$ cat config.mk
export PLATFORM = sky130hd
export DESIGN_NAME = mul_wb_pipe
export DESIGN_NICKNAME = d
export VERILOG_FILES = /design/src/rtl/mul_wb_pipe.sv
export SDC_FILE = /design/constraint.sdc
export NUM_CORES = 1
export LEC_CHECK = 0
export BUFFER_PORTS_ARGS = -buffer_cell sky130_fd_sc_hd__buf_4
export CAP_MARGIN = 20
export CORE_UTILIZATION = 56
export DETAILED_ROUTE_END_ITERATION = 10
export PLACE_DENSITY = 0.78
export RECOVER_POWER = 25
export SETUP_SLACK_MARGIN = 0.1
export SLEW_MARGIN = 20
export SYNTH_ARGS = -nofsm -noshare
export SYNTH_HDL_FRONTEND = slang
export SYNTH_SLANG_ARGS = --single-unit
$ cat constraint.sdc
create_clock -name clk_i -period 3.8 [get_ports clk_i]
set_input_delay 0 -clock clk_i [delete_from_list [all_inputs] [get_ports clk_i]]
set_output_delay 0 -clock clk_i [all_outputs]
set_load 0.05 [all_outputs]
$ cat src/rtl/mul_wb_pipe.sv
// mul_wb_pipe: registers RV32M multiplier results with their rd over a short
// pipeline, then drains them in order to writeback through a skid FIFO.
// Also exports a pending-rd hazard mask and an occupancy-based issue stall.
module mul_wb_pipe #(
  parameter int LATENCY    = 2,
  parameter int SKID_DEPTH = 4
) (
  input  logic        clk_i,
  input  logic        rst_i,
  input  logic        opcode_valid_i,
  input  logic [31:0] opcode_opcode_i,
  input  logic [31:0] mul_value_i,
  input  logic        hold_i,
  input  logic        flush_i,
  input  logic        wb_ready_i,
  output logic        wb_valid_o,
  output logic [4:0]  wb_rd_idx_o,
  output logic [31:0] wb_value_o,
  output logic        stall_o,
  output logic        busy_o,
  output logic [31:0] pending_rd_mask_o
);

  localparam int PTR_W = (SKID_DEPTH > 1) ? $clog2(SKID_DEPTH) : 1;
  localparam int CNT_W = $clog2(SKID_DEPTH + 1);
  localparam int OCC_W = $clog2(LATENCY + SKID_DEPTH + 1);

  // Instruction decode: MUL/MULH/MULHSU/MULHU only (funct3[2]=0), never DIV/REM.
  logic [4:0] rd_in;
  logic       is_mul;
  logic       accept;
  logic       unused_opcode_bits;

  assign rd_in  = opcode_opcode_i[11:7];
  assign is_mul = (opcode_opcode_i[6:0] == 7'b0110011) &&
                  (opcode_opcode_i[31:25] == 7'b0000001) &&
                  !opcode_opcode_i[14];
  // rs1/rs2 and the low funct3 bits play no part in this stage.
  assign unused_opcode_bits = ^{opcode_opcode_i[24:15], opcode_opcode_i[13:12]};

  // Result pipeline
  logic [LATENCY-1:0] stage_valid_reg;
  logic [4:0]         stage_rd_reg    [LATENCY];
  logic [31:0]        stage_value_reg [LATENCY];

  // Skid FIFO
  logic [4:0]            fifo_rd_mem    [SKID_DEPTH];
  logic [31:0]           fifo_value_mem [SKID_DEPTH];
  logic [SKID_DEPTH-1:0] fifo_valid_reg;
  logic [PTR_W-1:0]      wr_ptr_reg;
  logic [PTR_W-1:0]      rd_ptr_reg;
  logic [CNT_W-1:0]      fifo_count_reg;

  logic             head_valid;
  logic             push;
  logic             pop;
  logic [OCC_W-1:0] stage_count;
  logic [OCC_W-1:0] occ;

  assign head_valid = (fifo_count_reg != '0);
  // The last stage only drains while the pipeline is not frozen; flush discards it.
  assign push       = stage_valid_reg[LATENCY-1] && !hold_i && !flush_i;
  assign pop        = head_valid && wb_ready_i;
  // Stall is derived from registered occupancy, so accept is too.
  assign accept     = opcode_valid_i && is_mul && (rd_in != 5'd0) &&
                      !hold_i && !stall_o && !flush_i;

  // Stage valids: cleared by reset/flush, shifted one stage per unheld cycle.
  always_ff @(posedge clk_i) begin
    if (!rst_i || flush_i) begin
      stage_valid_reg <= '0;
    end else if (!hold_i) begin
      stage_valid_reg[0] <= accept;
      for (int i = 1; i < LATENCY; i++) begin
        stage_valid_reg[i] <= stage_valid_reg[i-1];
      end
    end
  end

  // Stage payloads: value is sampled in the accept cycle; no reset needed.
  always_ff @(posedge clk_i) begin
    if (!hold_i) begin
      if (accept) begin
        stage_rd_reg[0]    <= rd_in;
        stage_value_reg[0] <= mul_value_i;
      end
      for (int i = 1; i < LATENCY; i++) begin
        stage_rd_reg[i]    <= stage_rd_reg[i-1];
        stage_value_reg[i] <= stage_value_reg[i-1];
      end
    end
  end

  // FIFO control: pointers, per-entry valids and count; pops ignore hold.
  always_ff @(posedge clk_i) begin
    if (!rst_i || flush_i) begin
      wr_ptr_reg     <= '0;
      rd_ptr_reg     <= '0;
      fifo_count_reg <= '0;
      fifo_valid_reg <= '0;
    end else begin
      // Occupancy limit means push and pop never target the same slot.
      if (push) begin
        wr_ptr_reg                 <= wr_ptr_reg + PTR_W'(1);
        fifo_valid_reg[wr_ptr_reg] <= 1'b1;
      end
      if (pop) begin
        rd_ptr_reg                 <= rd_ptr_reg + PTR_W'(1);
        fifo_valid_reg[rd_ptr_reg] <= 1'b0;
      end
      case ({push, pop})
        2'b10:   fifo_count_reg <= fifo_count_reg + CNT_W'(1);
        2'b01:   fifo_count_reg <= fifo_count_reg - CNT_W'(1);
        default: fifo_count_reg <= fifo_count_reg;
      endcase
    end
  end

  // FIFO storage write: payload of the last pipeline stage.
  always_ff @(posedge clk_i) begin
    if (push) begin
      fifo_rd_mem[wr_ptr_reg]    <= stage_rd_reg[LATENCY-1];
      fifo_value_mem[wr_ptr_reg] <= stage_value_reg[LATENCY-1];
    end
  end

  // Occupancy across pipeline and FIFO drives stall and busy.
  always_comb begin
    stage_count = '0;
    for (int i = 0; i < LATENCY; i++) begin
      stage_count = stage_count + OCC_W'(stage_valid_reg[i]);
    end
  end

  assign occ     = stage_count + OCC_W'(fifo_count_reg);
  assign stall_o = (occ >= OCC_W'(SKID_DEPTH));
  assign busy_o  = (occ != '0);

  // Head outputs are forced to zero when empty so stale storage never leaks.
  assign wb_valid_o  = head_valid;
  assign wb_rd_idx_o = head_valid ? fifo_rd_mem[rd_ptr_reg]    : 5'd0;
  assign wb_value_o  = head_valid ? fifo_value_mem[rd_ptr_reg] : 32'd0;

  // One-hot rd contribution of every stage and FIFO slot.
  logic [31:0] stage_onehot [LATENCY];
  logic [31:0] fifo_onehot  [SKID_DEPTH];

  generate
    for (genvar gi = 0; gi < LATENCY; gi++) begin : g_stage_mask
      assign stage_onehot[gi] = stage_valid_reg[gi] ? (32'd1 << stage_rd_reg[gi]) : 32'd0;
    end
    for (genvar gi = 0; gi < SKID_DEPTH; gi++) begin : g_fifo_mask
      assign fifo_onehot[gi] = fifo_valid_reg[gi] ? (32'd1 << fifo_rd_mem[gi]) : 32'd0;
    end
  endgenerate

  // Pending-rd mask: OR of all live entries; x0 is never a hazard.
  always_comb begin
    pending_rd_mask_o = 32'd0;
    for (int i = 0; i < LATENCY; i++) begin
      pending_rd_mask_o = pending_rd_mask_o | stage_onehot[i];
    end
    for (int i = 0; i < SKID_DEPTH; i++) begin
      pending_rd_mask_o = pending_rd_mask_o | fifo_onehot[i];
    end
    pending_rd_mask_o[0] = 1'b0;
  end

endmodule

==> results.yml <==
run_status:
  status: "finished, final reports clean"
sta:
  maxSlewViolCount: 0
  hold_viol_final: 0
  grt_setup_unrepaired: "no"
  finalSetupViolations: 0
  fin_ws_ps: 930
  fmax_mhz: 348
  fin_skew_ps: 15.2
  fin_crit_ps: 2870
  tightestPinTransition_ps: 1100
  relSlewSlack_pct: 27.0
  period_share_pct: 75.5
  tns_ps: 0
synth:
  synth-edff-count: 222
  yosys_warnings: 0
  synth_seq_cells: 237
  synth_cell_types: 44
  synth_seq_area_share_pct: 68.3
  syn_inst: 657
  synthArstFlopShare_pct: 0
  synthesis.area_sq_um: 10200
  ys.flop_type: "edfxtp_1"
  syn_avg_cell_area_sq_um: 15.5
  syn_nets: 739
floorplan:
  die_h_microns: 137
  initial_core_util_pct: 58.2
  pin_count: 142
  dieArea_sq_um: 18800
  coreArea_sq_um: 17500
  placementRows: 48
  die_x_microns: 137
placed_design:
  gp_congestion: 0.962
  numPortBuffers: 128
  hpwl_mm: 17.1
  preCtsSetupSlack_ps: 1010
cells_and_area:
  nets: 896
  final_cell_mix: "edfxtp_1 (222), buf_4 (94), o22ai_1 (69)"
  final_common_cell: "edfxtp_1"
  syn2layout_area_growth_pct: 21.7
  n_antenna_cell: 0
  drive_gt1_share_pct: 26.3
  largest_reg_flops: 128
setup_path:
  cp_data_arrival_time_ps: 3080
  cp_max_fo: 22
  required_ps: 4010
  start_kind: "flop"
  worst_setup_path_end_kind: "flop"
  r2r_slack_ps: 930
  crit_type: "flop to flop"
route:
  dr_wl_met3_mm: 2.83
  vias: 7067
  wl_per_cell_microns: 28.0
  ant_nets: 0
  viasPerCell: 6.70
  drtIter0Drc: 814
  drc: 0
  wl_mm: 29.5
  first_pass_iters: 7
  topRoutingLayerUsed: "met4"
  drt-met1-wl_mm: 11.4
  wl_met2_mm: 14.6
clock_tree:
  htree_levels: 1
  cts_tree: "built"
  clkLatencyLatePin_ps: 520
  numCtsBuffers: 23
  path_clk_slew_ps: 60
  clock_sinks: 237
  clock-root-buffer: "clkbuf_16"
  clockBufferDepth: 3
global_routing:
  grt_usage_pct: 32.5
  grt_pass1_vias: 7122
  antenna_found_initial: 0
  gr-total-overflow: 0
  grt_pass1_wl_mm: 43.5
  grt_max_degree: 39
hold_path:
  hold_class: "input port to flop"
run:
  cap_violations: 0
power:
  ir_worst_vdd_mv: 0.533
  cellPowerDensity_nw_per_um2: 414
  leakagePower_nw: 4.23
cells by family (layout without fill, tap and decap cells):
kind of cell / after synthesis / count (layout) / share of synthesized area [%]
flip-flops: 237 / 237 / 68.3
AND/OR/NAND/NOR: 209 / 209 / 12.5
AO/OA/AOI/OAI: 100 / 100 / 6.44
buffers and inverters: 54 / 226 / 2.31
multiplexers: 39 / 39 / 8.37
adder cells (fa/ha/maj): 12 / 12 / 1.62
XOR/XNOR: 5 / 5 / 0.429
other: 1 / 1 / 0.0368
per-layer routing:
layer,up-vias,track usage (%)
met4,0,9.10
met5,-,0
met2,527,54.0
li1,2947,-
met3,67,5.59
met1,3526,44.4
power by group:
part | switching, mW | internal (mW)
Sequential | 0.0142 | 2.85
Combinational | 0.0400 | 0.0644
Clock | 0.943 | 1.23
path summary, 6_finish.rpt:
kind / startpoint / to / cells past startpoint
max: stage_valid_reg[1] / stage_value_reg[0][23] / 8
min: rst_i / fifo_count_reg[1] / 3
max reg2reg: stage_valid_reg[1] / stage_value_reg[0][23] / 8
min reg2reg: stage_value_reg[0][25] / stage_value_reg[0][57] / 0
cells in the mapped netlist (all sizes together) (3+ instances only):
cell type  instances  area (sq um)
nand4              3          18.8
nor4              12          81.3
nor3               5          25.0
ha                10           125
o22ai             69           432
nand2b             6          37.5
and3               4          25.0
nand3b            25           188
mux4              37           833
or4                9          67.6
dfxtp             15           300
o221ai             5          43.8
nand3             19          95.1
nor2b             33           206
clkbuf            21          78.8
o32ai              6          52.6
xor2               3          26.3
or3b              12           105
a21oi              9          45.0
nor2              28           105
edfxtp           222          6670
o21ai              3          15.0
o21a               4          30.0
buf               19           104
inv               14          52.6
and2b              9          67.6
nand2             16          60.1
or3               23           144
critical path: stages, from the launching register on:
cell	delay, ps
dfxtp_1	520
inv_1	140
fa_1	410
inv_1	70
ha_1	150
xor2_1	120
nor4_2	310
o2111a_2	590
buf_12	250
through the flow:
| step | hold WS (ps) | cell area, sq um | cells | utilization, % | total power, mW |
|---|---|---|---|---|---|
| after floorplan | 98.9 | 10200 | 657 | - | 2.93 |
| after global placement | 178 | 11300 | 974 | 64.5 | 2.98 |
| after detailed placement | 179 | 11300 | 974 | 64.5 | 2.99 |
| after CTS | 20.9 | 12400 | 1054 | 70.8 | 5.12 |
| after global routing | 40.6 | 12400 | 1054 | 70.8 | 5.25 |
| final | 38.7 | 12400 | 1054 | 70.8 | 5.14 |
cell type report:
type	instances	area, sq um
clock buffers	31	626
clock inverters	9	83.8
fillers	1093	5120
inverters	14	52.6
multi-input cells	366	3010
flip-flops and latches	237	6970
well taps	225	282
repair buffers	172	1390
timing repair:
item / in CTS / in global routing
hold endpoints to repair: 45 / 0
hold buffers: 40 / 0
gates resized for setup: 0 / 0
setup buffers: 0 / 0
(Power assumes the default switching activity.)
